$ cat src/rtl/alu_seq_unit.sv
// Multi-cycle ALU: add/sub class in 1 cycle, shift-add multiply in WIDTH+1, shifts in shamt+1 (latency from accept).
// Backpressure: result and flag are held in DONE until out_ready; only one operation is in flight at a time.
module alu_seq_unit #(
    parameter int WIDTH   = 16,
    parameter int SHAMT_W = $clog2(WIDTH)
) (
    input  logic               clk,
    input  logic               rst_n,
    input  logic               in_valid,
    output logic               in_ready,
    input  logic [2:0]         op,
    input  logic [WIDTH-1:0]   a,
    input  logic [WIDTH-1:0]   b,
    input  logic [SHAMT_W-1:0] shamt,
    input  logic               cin,
    output logic               out_valid,
    input  logic               out_ready,
    output logic [WIDTH-1:0]   result,
    output logic               cout,
    output logic               busy
);

    localparam int CNT_W = $clog2(WIDTH) + 1;
    localparam logic [2:0] OP_MUL = 3'b100;
    localparam logic [2:0] OP_SHL = 3'b101;
    localparam logic [2:0] OP_SHR = 3'b110;

    typedef enum logic [1:0] {S_IDLE, S_EXEC, S_DONE} state_t;

    state_t                 state_q;
    logic [2:0]             op_q;
    logic [CNT_W-1:0]       cnt_q;
    logic [2*WIDTH-1:0]     mcand_q;
    logic [WIDTH-1:0]       mplier_q;
    logic [2*WIDTH-1:0]     acc_q;
    logic [WIDTH-1:0]       sh_q;
    logic                   sign_q;
    logic [WIDTH-1:0]       result_q;
    logic                   cout_q;

    logic [WIDTH-1:0]       b_eff;
    logic                   c_eff;
    logic [WIDTH:0]         sum_d;
    logic [2*WIDTH-1:0]     acc_d;
    logic [WIDTH-1:0]       sh_d;
    logic                   sh_out_d;
    logic                   last_step;

    // op[0] selects subtract (invert b); op[1] selects the external carry instead of the implicit one.
    assign b_eff = op[0] ? ~b : b;
    assign c_eff = op[1] ? cin : op[0];
    assign sum_d = {1'b0, a} + {1'b0, b_eff} + {{WIDTH{1'b0}}, c_eff};

    assign acc_d     = mplier_q[0] ? (acc_q + mcand_q) : acc_q;
    assign last_step = (cnt_q == CNT_W'(1));

    always_comb begin
        sh_d     = sh_q;
        sh_out_d = 1'b0;
        case (op_q)
            OP_SHL: begin
                sh_d     = {sh_q[WIDTH-2:0], 1'b0};
                sh_out_d = sh_q[WIDTH-1];
            end
            OP_SHR: begin
                sh_d     = {1'b0, sh_q[WIDTH-1:1]};
                sh_out_d = sh_q[0];
            end
            default: begin
                sh_d     = {sign_q, sh_q[WIDTH-1:1]};
                sh_out_d = sh_q[0];
            end
        endcase
    end

    always_ff @(posedge clk or negedge rst_n) begin
        if (!rst_n) begin
            state_q  <= S_IDLE;
            op_q     <= '0;
            cnt_q    <= '0;
            mcand_q  <= '0;
            mplier_q <= '0;
            acc_q    <= '0;
            sh_q     <= '0;
            sign_q   <= 1'b0;
            result_q <= '0;
            cout_q   <= 1'b0;
        end else begin
            case (state_q)
                S_IDLE: begin
                    if (in_valid) begin
                        op_q <= op;
                        if (!op[2]) begin
                            result_q <= sum_d[WIDTH-1:0];
                            cout_q   <= sum_d[WIDTH];
                            state_q  <= S_DONE;
                        end else if (op == OP_MUL) begin
                            mcand_q  <= {{WIDTH{1'b0}}, a};
                            mplier_q <= b;
                            acc_q    <= '0;
                            cnt_q    <= CNT_W'(WIDTH);
                            state_q  <= S_EXEC;
                        end else begin
                            sh_q   <= a;
                            sign_q <= a[WIDTH-1];
                            if (shamt == '0) begin
                                result_q <= a;
                                cout_q   <= 1'b0;
                                state_q  <= S_DONE;
                            end else begin
                                cnt_q   <= CNT_W'(shamt);
                                state_q <= S_EXEC;
                            end
                        end
                    end
                end
                S_EXEC: begin
                    cnt_q <= cnt_q - CNT_W'(1);
                    if (op_q == OP_MUL) begin
                        acc_q    <= acc_d;
                        mcand_q  <= {mcand_q[2*WIDTH-2:0], 1'b0};
                        mplier_q <= {1'b0, mplier_q[WIDTH-1:1]};
                        if (last_step) begin
                            result_q <= acc_d[WIDTH-1:0];
                            cout_q   <= |acc_d[2*WIDTH-1:WIDTH];
                            state_q  <= S_DONE;
                        end
                    end else begin
                        sh_q <= sh_d;
                        if (last_step) begin
                            result_q <= sh_d;
                            cout_q   <= sh_out_d;
                            state_q  <= S_DONE;
                        end
                    end
                end
                S_DONE: begin
                    if (out_ready) begin
                        state_q <= S_IDLE;
                    end
                end
                default: state_q <= S_IDLE;
            endcase
        end
    end

    assign in_ready  = (state_q == S_IDLE);
    assign out_valid = (state_q == S_DONE);
    assign busy      = (state_q != S_IDLE);
    assign result    = result_q;
    assign cout      = cout_q;

endmodule

$ cat config.mk
export PLATFORM = sky130hd
export DESIGN_NAME = alu_seq_unit
export DESIGN_NICKNAME = d
export VERILOG_FILES = /design/src/rtl/alu_seq_unit.sv
export SDC_FILE = /design/constraint.sdc
export NUM_CORES = 1
export LEC_CHECK = 0
export ABC_AREA = 1
export CELL_PAD_IN_SITES_DETAIL_PLACEMENT = 0
export CELL_PAD_IN_SITES_GLOBAL_PLACEMENT = 1
export CORE_MARGIN = 8
export CORE_UTILIZATION = 39
export DETAILED_ROUTE_END_ITERATION = 7
export PLACE_DENSITY_LB_ADDON = 0.2
export SLEW_MARGIN = 20
export SYNTH_ARGS = -nofsm -noshare
export SYNTH_HDL_FRONTEND = slang
export SYNTH_SLANG_ARGS = --single-unit
$ cat constraint.sdc
create_clock -name clk -period 2.25 [get_ports clk]
set_input_delay 0.45 -clock clk [delete_from_list [all_inputs] [get_ports clk]]
set_output_delay 0.45 -clock clk [all_outputs]
set_load 0.02 [all_outputs]
### Word level (Yosys, flattened, before mapping)

Index checks and enable logic that the tools add are counted.

| word-level totals | value |
|---|---|
| register bits after elaboration | 124 |
| latch bits | 0 |
| RAM bits | 0 |
| bits in read-only memories | 0 |
| input port bits | 44 |
| output and inout bits | 20 |
| logic and storage cells | 99 |
| memories kept | 0 |

| cells by class | value |
|---|---|
| $add $sub $neg | 4 |
| multiply operators | 0 |
| div/mod/pow operators | 0 |
| order comparisons | 0 |
| equal/unequal tests | 18 |
| shift operators | 0 |
| muxes and demuxes | 53 |
| bitwise gates (word level) | 2 |
| reductions and logical operators | 12 |

Operators with widths:

| kind | number |
|---|---|
| two-way mux 32 bit | 9 |
| two-way mux 16 bit | 16 |
| one-hot mux 16 bit (2 select lines) | 4 |
| one-hot mux 32 bit (2 select lines) | 2 |
| adder 32 bit | 1 |
| two-way mux 5 bit | 4 |
| adder 16 x 16 -> 17 bit | 1 |
| adder 17 x 1 -> 17 bit | 1 |
| NOT 16 bit | 1 |
| OR reduction 16 bit | 1 |
| AND reduction 5 bit | 3 |
| equality test 3 bit (second input constant) | 4 |
| two-way mux 2 bit | 6 |
| != test 2 bit (second input constant) | 5 |
| one-hot mux 5 bit (2 select lines) | 1 |
| two-way mux 1 bit | 9 |
| AND reduction 4 bit | 2 |
| != test 2 x 1 -> 1 bit (second input constant) | 3 |
| != test 3 bit (second input constant) | 2 |
| one-hot mux 2 bit (3 select lines) | 1 |
| equality test 5 x 1 -> 1 bit (second input constant) | 1 |
| subtractor 5 x 1 -> 5 bit (second input constant) | 1 |
| zero test 4 bit | 1 |
| nonzero test 2 bit | 2 |
| 8 further kinds | 8 |

### Longest topological paths before layout

Gate-level depths: netlist of run 1.

| logic depth | value |
|---|---|
| depth after elaboration | 7 |
| depth in mapped cells | 19 |
| gate-level depth less buffers | 19 |

### Least setup slack after synthesis of run 1

OpenSTA, ideal clock, no wires.

| path | value |
|---|---|
| kind | input to register |
| from | input op[0] |
| to | register result_q[10] (netlist: result[10]) |
| setup time | 64 ps |
| arrival time | 3133 ps |
| required time | 2186 ps |
| setup slack | -947 ps |
| stages on the path | 17 |
| buffers on the path | 2 |
| path through | buf_6 -> buf_1 -> xnor2_1 -> fa_1 -> fa_1 -> inv_1 -> nand3_1 -> nand2_1 -> a21boi_0 -> o21ai_0 -> nand3_1 -> nand2_1 -> xor2_1 -> o22ai_1 -> nand3_1 -> o21ai_0 -> inv_1 |

| between the ends | value |
|---|---|
| cells in the longest elaborated chain, start to end | 6 |
| elaborated cells between the ends (all ways) | 10 |
| those cells by class | add/sub (2); eq/ne (2); mux (5); reduce/logical (1) |

Ends and longest elaborated chain:

| item | RTL line | source |
|---|---|---|
| start, declared | 11 | `input logic [2:0] op,` |
| two-way mux 16 bit | 50 | `assign b_eff = op[0] ? ~b : b;` |
| adder 16 x 16 -> 17 bit | 52 | `assign sum_d = {1'b0, a} + {1'b0, b_eff} + {{WIDTH{1'b0}}, c_eff};` |
| adder 17 x 1 -> 17 bit | 52 |  |
| two-way mux 16 bit | 93 | `if (!op[2]) begin` |
| two-way mux 16 bit | 91 | `if (in_valid) begin` |
| one-hot mux 16 bit (2 select lines) | 89 | `case (state_q)` |
| end signal, assigned | 94 | `result_q <= sum_d[WIDTH-1:0];` |
| end signal, assigned | 124 | `result_q <= acc_d[WIDTH-1:0];` |
| end, declared | 38 | `logic [WIDTH-1:0] result_q;` |

Several ways; a longest one is shown, not always the timed one. The select of a mux whose other input is x is not followed.
A chain may end at the register's enable or synchronous reset.

### Final worst setup path of run 1

| path | value |
|---|---|
| from | register acc_q[0] |
| to | register cout_q (netlist: cout) |

| between the ends | value |
|---|---|
| cells in the longest elaborated chain, start to end | 6 |

Ends and longest elaborated chain:

| item | RTL line | source |
|---|---|---|
| start, declared | 35 | `logic [2*WIDTH-1:0] acc_q;` |
| start signal, assigned | 83 | `acc_q <= '0;` |
| start signal, assigned | 100 | `acc_q <= '0;` |
| start signal, assigned | 120 | `acc_q <= acc_d;` |
| adder 32 bit | 54 | `assign acc_d = mplier_q[0] ? (acc_q + mcand_q) : acc_q;` |
| two-way mux 32 bit | 54 |  |
| OR reduction 16 bit | 125 | `cout_q <= \|acc_d[2*WIDTH-1:WIDTH];` |
| two-way mux 1 bit | 123 | `if (last_step) begin` |
| two-way mux 1 bit | 119 | `if (op_q == OP_MUL) begin` |
| one-hot mux 1 bit (2 select lines) | 89 |  |
| end signal, assigned | 95 | `cout_q <= sum_d[WIDTH];` |
| end signal, assigned | 125 |  |
| end signal, assigned | 132 | `cout_q <= sh_out_d;` |
| end, declared | 39 | `logic cout_q;` |

Every way passes these cells. The select of a mux whose other input is x is not followed.

==> results of run 1 <==
==> layout make-up <==
cell class,count,area [um^2]
inverter,236,886
tap,324,405
multi-input combinational,984,6310
clock buffer,17,425
clock inverter,15,160
sequential,124,3100
fill,2299,10000
timing repair buffer,306,2630
==> layout by cell type, fill, tap and decap left out, types with 8 or more instances in the layout <==
cell and instances:
o21ai_1 23, nand3_2 21, nand2_1 342, xor2_1 21, a21oi_2 16, nor2_2 16
nor2_1 68, nand2_4 17, o22ai_1 35, a21oi_1 39, nand2_2 66, inv_2 17
o21ai_0 71, inv_1 217, buf_4 220, ha_1 21, ha_4 27, buf_12 11
clkbuf_16 17, xnor2_1 10, buf_6 12, dlygate4sd2_1 8, o211ai_1 35, clkdlybuf4s50_1 49
nor2_4 19, a22o_1 8, dfrtp_1 124, nand3_1 54, a22oi_1 11
==> cells in the mapped netlist, types with 2 or more instances <==
library cell	instances
a21boi_0	2
a21o_1	2
a21oi_1	55
a21oi_2	3
a22o_1	8
a22oi_1	11
a31oi_1	2
a41oi_1	3
buf_1	2
buf_2	16
buf_6	4
clkbuf_1	22
clkinv_1	2
dfrtp_1	124
fa_1	3
ha_1	48
inv_1	225
inv_2	9
nand2_1	416
nand2_2	9
nand3_1	78
nand3_2	3
nand3b_1	3
nand4_1	7
nor2_1	87
nor2_2	14
nor2_4	2
nor3_1	5
nor3_2	2
nor4_1	3
o2111ai_1	2
o211ai_1	35
o21ai_0	81
o21ai_1	17
o21bai_1	3
o22ai_1	35
xnor2_1	18
xor2_1	21
==> kinds of logic (layout without fill, tap and decap cells) <==
group,Yosys count,after routing,synth area share
flip-flops,124,124,0.330
AND/OR/NAND/NOR,631,631,0.279
AO/OA/AOI/OAI,261,261,0.165
multiplexers,2,2,0.00226
XOR/XNOR,39,39,0.0363
adder cells (fa/ha/maj),51,51,0.0703
buffers and inverters,280,574,0.117
==> flip-flops by register name, indices dropped and copies added, names as in the netlist <==
register  count
state_q       2
op_q          3
acc_q        32
mcand_q      32
result       16
cnt_q         5
mplier_q     16
sign_q        1
sh_q         16
cout          1
==> worst paths after layout <==
kind	from	cells after the start	end	slack, ns
max	acc_q[0]$_DFFE_PN0P_	16	cout$_DFFE_PN0P_	-0.15
min	op[1]	4	op_q[1]$_DFFE_PN0P_	0.37
max reg2reg	acc_q[0]$_DFFE_PN0P_	16	cout$_DFFE_PN0P_	-0.15
min reg2reg	sh_q[5]$_DFFE_PN0P_	2	sh_q[5]$_DFFE_PN0P_	0.49
max in group asynchronous	rst_n	3	mcand_q[27]$_DFFE_PN0P_	1.14
min in group asynchronous	rst_n	2	mplier_q[5]$_DFFE_PN0P_	0.48
==> power by group through the flow <==
stage	clock network (uW)	logic, uW	registers [uW]
2_1_floorplan	0	5770	3990
3_3_place_gp	0	10100	4010
3_5_place_dp	0	10200	4010
4_1_cts	2850	11500	4170
5_1_grt	2930	13700	4290
6_report	2800	12500	4190
==> repair_timing <==
item	in CTS	in global routing
setup endpoints to repair	23	14
resized for setup	160	109
pin swaps	54	95
endpoints found under the hold margin	22	0
hold buffers	1	0
setup buffers	21	17
==> routing by layer <==
layer	track usage	part of all wire
met4	0.0612	0.022
met3	0.0363	0.035
met5	0	0
met2	0.368	0.49
met1	0.271	0.46
==> metrics by stage <==
step / worst slack, ns / hold slack (ns) / instances / utilization / total power, uW
floorplan: -0.377 / 0.154 / 1388 / - / 9760
global placement: -0.916 / 0.395 / 1937 / 0.499 / 14100
detailed placement: -0.936 / 0.395 / 1937 / 0.499 / 14200
CTS: -0.0833 / 0.368 / 1991 / 0.559 / 18600
global route: -0.273 / 0.388 / 2006 / 0.581 / 20900
finish: -0.151 / 0.374 / 2006 / 0.581 / 19500
==> worst max-delay path, delay by kind of cell (launching register included) <==
family,cells,cell delay [ns]
flip-flops,1,0.41
AND/OR/NAND/NOR,13,1.26
adder cells (fa/ha/maj),2,0.56
AO/OA/AOI/OAI,1,0.05
==> summary.txt, run 1 <==
Outcome
  – Status: complete, but fails checks
  – Failing checks: setup timing

Clocking
  – CTS tree: built
  – CTS Buffer Depth: 2
  – Worst-path clk slew: 0.06 ns
  – Clock root cell: clkbuf_16
  – Sink Count: approximately 120
  – H-tree levels: 4
  – CTS buffer count: 17
  – Skew-Pair Late Insertion Delay: 0.43 ns

Place
  – Number of buffers added on ports: 63
  – Dpl hpwl: between 20 and 25 mm
  – Placement Cell Area: 12000 um^2
  – Gpl congestion: 0.890

Pwr
  – Switching portion of total power: 0.448
  – Clk network pwr share: 0.143
  – Peak VDD IR: 0.000511 V
  – Sequential share of power: 0.215
  – Leak: between 0.007 and 0.008 uW
  – Power Internal: 10800 uW
  – Comb pwr share: 0.642
  – Total power per unit cell area: 1400 nW/um^2
  – P_sw: 8750 uW

Timing
  – Fin Setup TNS: -0.356 ns
  – Slew at the pin closest to its max-slew limit: 0.970 ns
  – Fmax: 0.417 GHz
  – Final setup skew: between 0.015 and 0.02 ns
  – Setup violation total in the final timing report: 6
  – RSZ-0062 raised after global routing: yes
  – Number of hold violations in the final report: 0
  – Final Max Slew Viols: 0
  – Post-route setup slack: -0.151 ns
  – Post-route minimum period: 2.40 ns
  – Rel. slew slack: 0.351
  – Fin crit share: 1.07

Floorplanning
  – Die height: between 150 and 200 um
  – Width of the die: 171 um
  – Core Area: 24000 um^2
  – I/O pin count: 64
  – Die area: 29300 um^2
  – Rows: 57
  – Initial Utilization: 0.392

Cells and area
  – Layout net count: 1764
  – Layout area overhead: 48.1%
  – # diodes: 0
  – Fraction of layout cells with a size suffix above 1: 0.303
  – Final instance area: 13900 um^2

Global route
  – Largest net degree at the start of global routing: between 50 and 60
  – Vias in the first global route: 9842
  – Overflow after GRT: 0
  – Initial antenna violation count: 0
  – Global-route wire length before repair: around 50 mm
  – Gr usage total: 0.213

Logic synthesis
  – Asr flop ratio synth: 1.00
  – FF+latch count, synth: 124
  – Synth top area share: 0.330
  – Synthesis warning total: 0
  – EDFF count, synth: 0
  – Sequential fraction of the synthesis area: 0.330
  – Post-Syn Area: 9400 um^2
  – Post-synth top area cell: dfrtp_1
  – Synthesized net count: between 1000 and 1500
  – Synth cell types: 44
  – Post-synthesis instance total: 1388
  – Ranking of synthesized cells by area: dfrtp_1 33%, nand2_1 17%, inv_1 9.0%
  – Avg Inst Size Synth: 6.77 um^2
  – Main synth FF type: dfrtp_1

Worst setup path
  – CP Capture Type: flop
  – Data required, critical path: around 2.6 ns
  – Crit path top cell by count: nand3_2
  – Critical Path Source Type: flop
  – Critical path type: reg -> reg
  – CP Cell Sequence: ha_4 -> fa_2 -> nand3_2 -> nand3_4 -> nand2_4 -> nand2_4 -> nand3_2 -> nand3_2 -> nand2_2 -> nand3_2 -> nand2_2 -> nand2_2 -> nor2_4 -> nand3_2 -> nand2_2 -> a21oi_2
  – CP arrival: between 2 and 3 ns
  – Max stage delay cell, worst path: dfrtp_1
  – Worst path max stage delay: approximately 0.4 ns
  – Crit Path Max Fanout: 3

Routing
  – Pre-antenna DRT Iters: 7
  – Detailed-route wire length per cell: ~15 um
  – Post-Route WL: about 31 mm
  – DRC viols: 0
  – Vias per Instance: 4.98
  – Initial DRC count: 504
  – Final antenna-violating net count: 0
  – Via count: 9998

Job
  – # Max-Cap Violations: 0

Min path
  – Hold Path Class: in -> reg
(Power assumes the default switching activity.)
==> run 2, diff against run 1 <==
Settings changed: ABC_AREA 1 to 0, CORE_ASPECT_RATIO from default to 2, CORE_UTILIZATION 39 to 40.
Clock period 2.25 ns to 3.1 ns, I/O delays scaled along.
==> run 2 against run 1 <==
Effect of this change:
- flip-flop and latch count did not move
- wire length up 9.9%
- fmax down 25%
- hold slack got worse by 0.28 ns
- synthesized cell count decreased by 27%
- power is 41% lower
- largest cell class unchanged
- the run still ends with setup timing left
==> summary.txt, run 2 <==
Place
  – Gpl congestion: 1.02 (+15%)
  – Place WS: -0.722 ns (+0.214 ns)
  – Number of buffers added on ports: 63 (unchanged)
  – Dpl cells: 1538 (-21%)
  – Dpl hpwl: 26.9 mm (+15%)

Worst setup path
  – Critical Path Source Type: flop
  – R2R depth: 12 (-4)
  – Crit Path Max Fanout: 2 (-1)
  – CP Capture Type: flop
  – Worst path max stage delay: 0.47 ns (+0.06 ns)
  – CP arrival: 3.53 ns (+0.82 ns)
  – Worst path bufs/invs: 1 (+1)
  – Max stage delay cell, worst path: or4b_4
  – Critical Path Source: mcand_q[0]$_DFFE_PN0P_
  – Critical path type: reg -> reg
  – Data required, critical path: 3.42 ns (+0.86 ns)
  – CP top delay family: compound AO/OA/AOI/OAI gates
  – CP Cell Sequence: ha_2 -> fa_2 -> a21o_2 -> a221oi_4 -> o21ba_4 -> o41ai_2 -> xor2_1 -> mux2i_1 -> buf_4 -> or4b_4 -> nor4_4 -> a31oi_1
  – Origin of the critical flop-to-flop path: mcand_q[0]$_DFFE_PN0P_
  – Worst path depth: 12 (-4)

Cells and area
  – Commonest non-fill, non-tap cell in the layout: buf_4
  – Final Non-Filler Cells: 1578 (-21%)
  – Area of the multi-input gates: 5700 um^2 (-9.7%)
  – Fillcell total: 2101 (-8.6%)
  – Commonest cells after routing, fill and taps aside: 247 x buf_4, 126 x nand2_1, 124 x dfrtp_1, 90 x o21ai_0, 74 x nor2_1
  – FF+latch area: 3100 um^2 (unchanged)
  – # diodes: 0 (unchanged)
  – Layout area overhead: 38.4%
  – Fraction of layout cells with a size suffix above 1: 0.281 (-0.0215)
  – Biggest regs: acc_q x32, mcand_q x32
  – Layout net count: 1384 (-22%)

Routing
  – Via count: 9163 (-8.4%)
  – Detailed-route wire length per cell: 21.6 um (+40%)
  – Vias per Instance: 5.81 (+17%)
  – Initial DRC count: 454 (-9.9%)
  – Pre-antenna DRT Iters: 7 (unchanged)
  – Post-Route WL: 34.2 mm (+9.9%)
  – DRC viols: 0 (unchanged)
  – Final antenna-violating net count: 0 (unchanged)

Timing
  – Number of hold violations in the final report: 0 (unchanged)
  – Rel. slew slack: 0.463 (+0.112)
  – Post-route setup slack: -0.111 ns (+0.0397 ns)
  – RSZ-0062 raised after global routing: yes
  – Post-route minimum period: 3.21 ns (+0.810 ns)
  – Final setup skew: 0.00781 ns (-0.00814 ns)
  – Slew at the pin closest to its max-slew limit: 0.798 ns (-0.172 ns)
  – Fin crit share: 1.04 (-0.0312)
  – Fin Hold WS: 0.0916 ns (-0.283 ns)
  – Fmax: 0.311 GHz (-25%)
  – Setup violation total in the final timing report: 1 (-5)
  – Final Max Slew Viols: 0 (unchanged)

Floorplanning
  – Die area: 27700 um^2 (-5.7%)
  – Width of the die: 122 um (-29%)
  – Initial Utilization: 0.405 (+0.0125)
  – Rows: 77 (+35%)
  – I/O pin count: 64 (unchanged)
  – Core Area: 22100 um^2 (-7.9%)
  – Die height: 227 um (+33%)

Global route
  – Global-route wire length before repair: 52.5 mm (+6.0%)
  – Gr usage total: 0.253 (+0.0399)
  – Vias in the first global route: 9602 (-2.4%)
  – Largest net degree at the start of global routing: 45 (-15%)
  – Initial antenna violation count: 0 (unchanged)
  – Overflow after GRT: 0 (unchanged)

Clocking
  – Sink Count: 124 (unchanged)
  – CTS tree: built
  – Worst-path clk slew: 0.06 ns (about the same)
  – H-tree levels: 4 (unchanged)
  – CTS buffer count: 17 (unchanged)
  – Hold-fix buffers at CTS: 0 (-1)
  – CTS Buffer Depth: 2 (unchanged)
  – Clock root cell: clkbuf_16
  – Skew-Pair Late Insertion Delay: 0.44 ns (about the same)

Logic synthesis
  – Asr flop ratio synth: 1.00 (unchanged)
  – Sequential fraction of the synthesis area: 0.347 (+0.0173)
  – FF+latch count, synth: 124 (unchanged)
  – Most frequent cell after synthesis: nand2_1
  – Most frequent cells after synthesis: 126 x nand2_1, 124 x dfrtp_1, 93 x o21ai_0
  – Synthesis warning total: 0 (unchanged)
  – Main synth FF type: dfrtp_1
  – Synth cell types: 84 (+91%)
  – Ranking of synthesized cells by area: dfrtp_1 35%, ha_1 6.7%, nand2_1 5.3%
  – Synth top area share: 0.347 (+0.0173)
  – Synthesized net count: 1105 (-25%)
  – EDFF count, synth: 0 (unchanged)
  – Post-synthesis instance total: 1010 (-27%)
  – Post-Syn Area: 8930 um^2 (-5.0%)
  – Avg Inst Size Synth: 8.84 um^2 (+31%)
  – Post-synth top area cell: dfrtp_1

Job
  – # Max-Cap Violations: 0 (unchanged)

Outcome
  – Status: complete, but fails checks
  – Failing checks: setup timing

Min path
  – Hold Path Class: in -> async

Pwr
  – Peak VDD IR: 0.000847 V (+66%)
  – Total power per unit cell area: 939 nW/um^2 (-33%)
  – Leak: 0.00591 uW (-16%)
==> run 2: worst paths after layout <==
path,end,slack [ns]
setup reg to reg,cout$_DFFE_PN0P_,-0.11
setup / recovery,cout$_DFFE_PN0P_,-0.11
hold / removal,mcand_q[22]$_DFFE_PN0P_,0.09
hold reg to reg,result[2]$_DFFE_PN0P_,0.47
max in group asynchronous,mcand_q[16]$_DFFE_PN0P_,2.23
min in group clk,result[2]$_DFFE_PN0P_,0.47
==> run 2: cell families after synthesis <==
kind of cell	count (synthesis)	synth area share
fa+ha+maj	51	0.0740
xor+xnor	46	0.0451
mux	60	0.0705
flops	124	0.347
simple gates	310	0.161
compound gates	334	0.260
buf+inv	85	0.0422
==> run 2: what timing repair did <==
item	CTS	global route
setup endpoints to repair	13	12
gates cloned	0	0
resized for setup	22	24
pin swaps	8	14
setup buffers	5	3
==> run 2: per-layer routing <==
metal / part of all wire / track usage / up-vias
met4: 0.081 / 0.211 / 0
li1: - / - / 4305
met3: 0.036 / 0.0383 / 113
met5: 0 / 0 / -
met2: 0.54 / 0.467 / 283
met1: 0.34 / 0.240 / 4462
==> run 2: cell type report <==
class / count / area share
Multi-Input combinational cell: 801 / 0.461
Sequential cell: 124 / 0.251
Timing Repair Buffer: 314 / 0.206
Clock buffer: 18 / 0.0347
Tap cell: 276 / 0.0279
Inverter: 31 / 0.00942
Clock inverter: 14 / 0.00901
==> run 2: power breakdown <==
| part | internal (uW) | switching [uW] |
|---|---|---|
| clock | 1030 | 840 |
| combinational | 3280 | 3580 |
| sequential | 2290 | 583 |
| total | 6610 | 5000 |
==> run 2: stage by stage <==
step | total power [uW] | instance area (um^2) | util | setup TNS (ns)
after floorplan | 6450 | 8990 | - | -0.0910
after global placement | 9340 | 11600 | 0.524 | -6.63
after detailed placement | 9410 | 11600 | 0.524 | -7.79
after CTS | 11500 | 12200 | 0.554 | -0.101
after global routing | 12300 | 12400 | 0.560 | -0.246
final | 11600 | 12400 | 0.560 | -0.111
==> edit: new RTL, flow settings as in run 1 <==
Reset style: synchronous (`rst_n`), changed in one clocked block.
--- a/src/rtl/alu_seq_unit.sv
+++ b/src/rtl/alu_seq_unit.sv
@@ -75,3 +75,3 @@
 
-    always_ff @(posedge clk or negedge rst_n) begin
+    always_ff @(posedge clk) begin
         if (!rst_n) begin
Function: differs if rst_n is asserted again (counterexample within 4 cycles, from zero or initial values and one cycle with rst_n low); with rst_n held inactive, the same outputs for 4 cycles.
==> edit against run 1 <==
- the run still ends with negative setup slack left
- worst setup slack better by 120 ps
- area after synthesis down 2.1%
- first-iteration DRC count up 33%
- design area down 1.9%
- critical path depth unchanged
- wire length up 2.8%
- sequential cell count unchanged
- die area down 1.9%
Power is not compared: it rests on default switching activity, and its combinational part moved more than twofold at a synthesized area within 25%.
==> edit: results (changes against run 1) <==
Final min period -> 2280 ps (was 2400 ps)
Main synth FF type -> dfxtp_1 (was dfrtp_1)
WP data arrival -> 2600 ps (was 2710 ps)
Setup WS pre-CTS -> -972 ps (was -936 ps)
# setup viols final -> 4 (was 6)
root buf cell -> clkbuf_16 (unchanged)
Post-synth ARST share -> 0 (was 1.00)
dpl cells -> 2040 (was 1937)
CP max stage delay -> 380 ps (was 410 ps)
initial antenna violation count -> 0 (unchanged)
n_diodes -> 0 (unchanged)
Pint -> 4.75 mW
GRT Total Usage -> 0.222 (was 0.213)
actual slew at the worst max-slew pin -> 725 ps (was 970 ps)
Syn Area/Cell -> 6.20 sq um (was 6.77 sq um)
Nets -> 1862 (was 1764)
Synth Warn # -> 0 (unchanged)
clk buf depth -> 2 (unchanged)
GP Congestion -> 0.919 (was 0.890)
number of global-route vias before repair -> 10.3k (was 9842)
1st-iter DRT viols -> 671 (was 504)
TNS Setup -> -71.5 ps (was -356 ps)
Clock Skews -> 8.75 ps (was 16.0 ps)
leakage power -> 6.35 nW
CP max stage cell -> fa_2 (was dfrtp_1)
Synth top cells by count -> 467 x nand2_1, 185 x inv_1, 124 x dfxtp_1 (was 416 x nand2_1, 225 x inv_1, 124 x dfrtp_1)
Worst Hold Class -> in -> reg (unchanged)
Worst VDD drop -> 0.487 mV
# port buffers -> 63 (unchanged)
clock power share -> 0.398
maximum fanout along the worst path -> 4 (was 3)
setup repair bufs after CTS -> 9 (was 21)
vias per cell -> 4.98 (about the same)
failing checks -> negative setup slack (unchanged)
count of cell types in the netlist -> 50 (was 44)
PostCTS Resize Cnt -> 125 (was 160)
Initial DRT Pass Iterations -> 6 (was 7)
cts bufs inserted -> 17 (unchanged)
hpwl dp -> 24700 microns (was 23400 microns)
Post-Syn Nets -> 1578 (was 1483)
status -> finished, violations left (unchanged)
fillers -> 2301 (was 2299)
final wirelength -> 32000 microns (was 31100 microns)
pin count of the biggest net entering global routing -> 55 (was 53)
largest cells by area after synthesis -> dfxtp_1 27%, nand2_1 19%, inv_1 7.5% (was dfrtp_1 33%, nand2_1 17%, inv_1 9.0%)
Final Worst Setup Slack -> -32.7 ps (was -151 ps)
first-pass GRT wire length -> 51400 microns (was 49500 microns)
CTS clk-pin slew, worst paths -> 70 ps
WL/cell -> 15.2 microns (was 15.5 microns)
sequential fraction of the synthesis area -> 0.270 (was 0.330)
layout cells sized above 1 -> 0.308 (was 0.303)
edit: cell count changes after synthesis, moves of 26 or more:
cell     change
inv_1       -40
dfxtp_1    +124
dfrtp_1    -124
nor2_1      +34
a21oi_1     +46
o22ai_1     -26
a31oi_1     +32
nand2_1     +51
edit: final timing paths:
kind                      from  slack, ps      endpoint  cells after the start
hold reg to reg   mplier_q[15]        470  mplier_q[15]                      2
setup / recovery    mcand_q[0]        -30          cout                     16
hold / removal            b[0]        360   mplier_q[0]                      3
setup reg to reg    mcand_q[0]        -30          cout                     16
edit: per-stage QoR:
| stage | total power, mW | instance area, sq um |
|---|---|---|
| 6_report | 7.05 | 13700 |
| 3_5_place_dp | 4.13 | 11900 |
| 3_3_place_gp | 4.12 | 11900 |
| 4_1_cts | 7.00 | 13000 |
| 5_1_grt | 7.39 | 13700 |
| 2_1_floorplan | 3.38 | 9260 |
edit: routing by layer:
layer / routed length [microns] / global-route usage / up-vias
li1: - / - / 5398
met1: 13900 / 0.264 / 4808
met2: 16200 / 0.396 / 185
met3: 1150 / 0.0368 / 54
met4: 725 / 0.0812 / 0
met5: 0 / 0 / -
edit: layout make-up:
class                      count  area share
tap                          319      0.0292
timing repair buffer         322       0.201
clock inverter                14      0.0107
inverter                     192      0.0528
multi-input combinational   1110       0.490
sequential                   124       0.184
clock buffer                  18      0.0322
edit: logic make-up (layout without fill, tap and decap cells):
group | count (synthesis) | after routing | synth area share
flops | 124 | 124 | 0.270
xor+xnor | 40 | 40 | 0.0381
mux | 3 | 3 | 0.00326
compound gates | 284 | 284 | 0.180
fa+ha+maj | 51 | 51 | 0.0718
buf+inv | 249 | 546 | 0.108
simple gates | 732 | 732 | 0.328
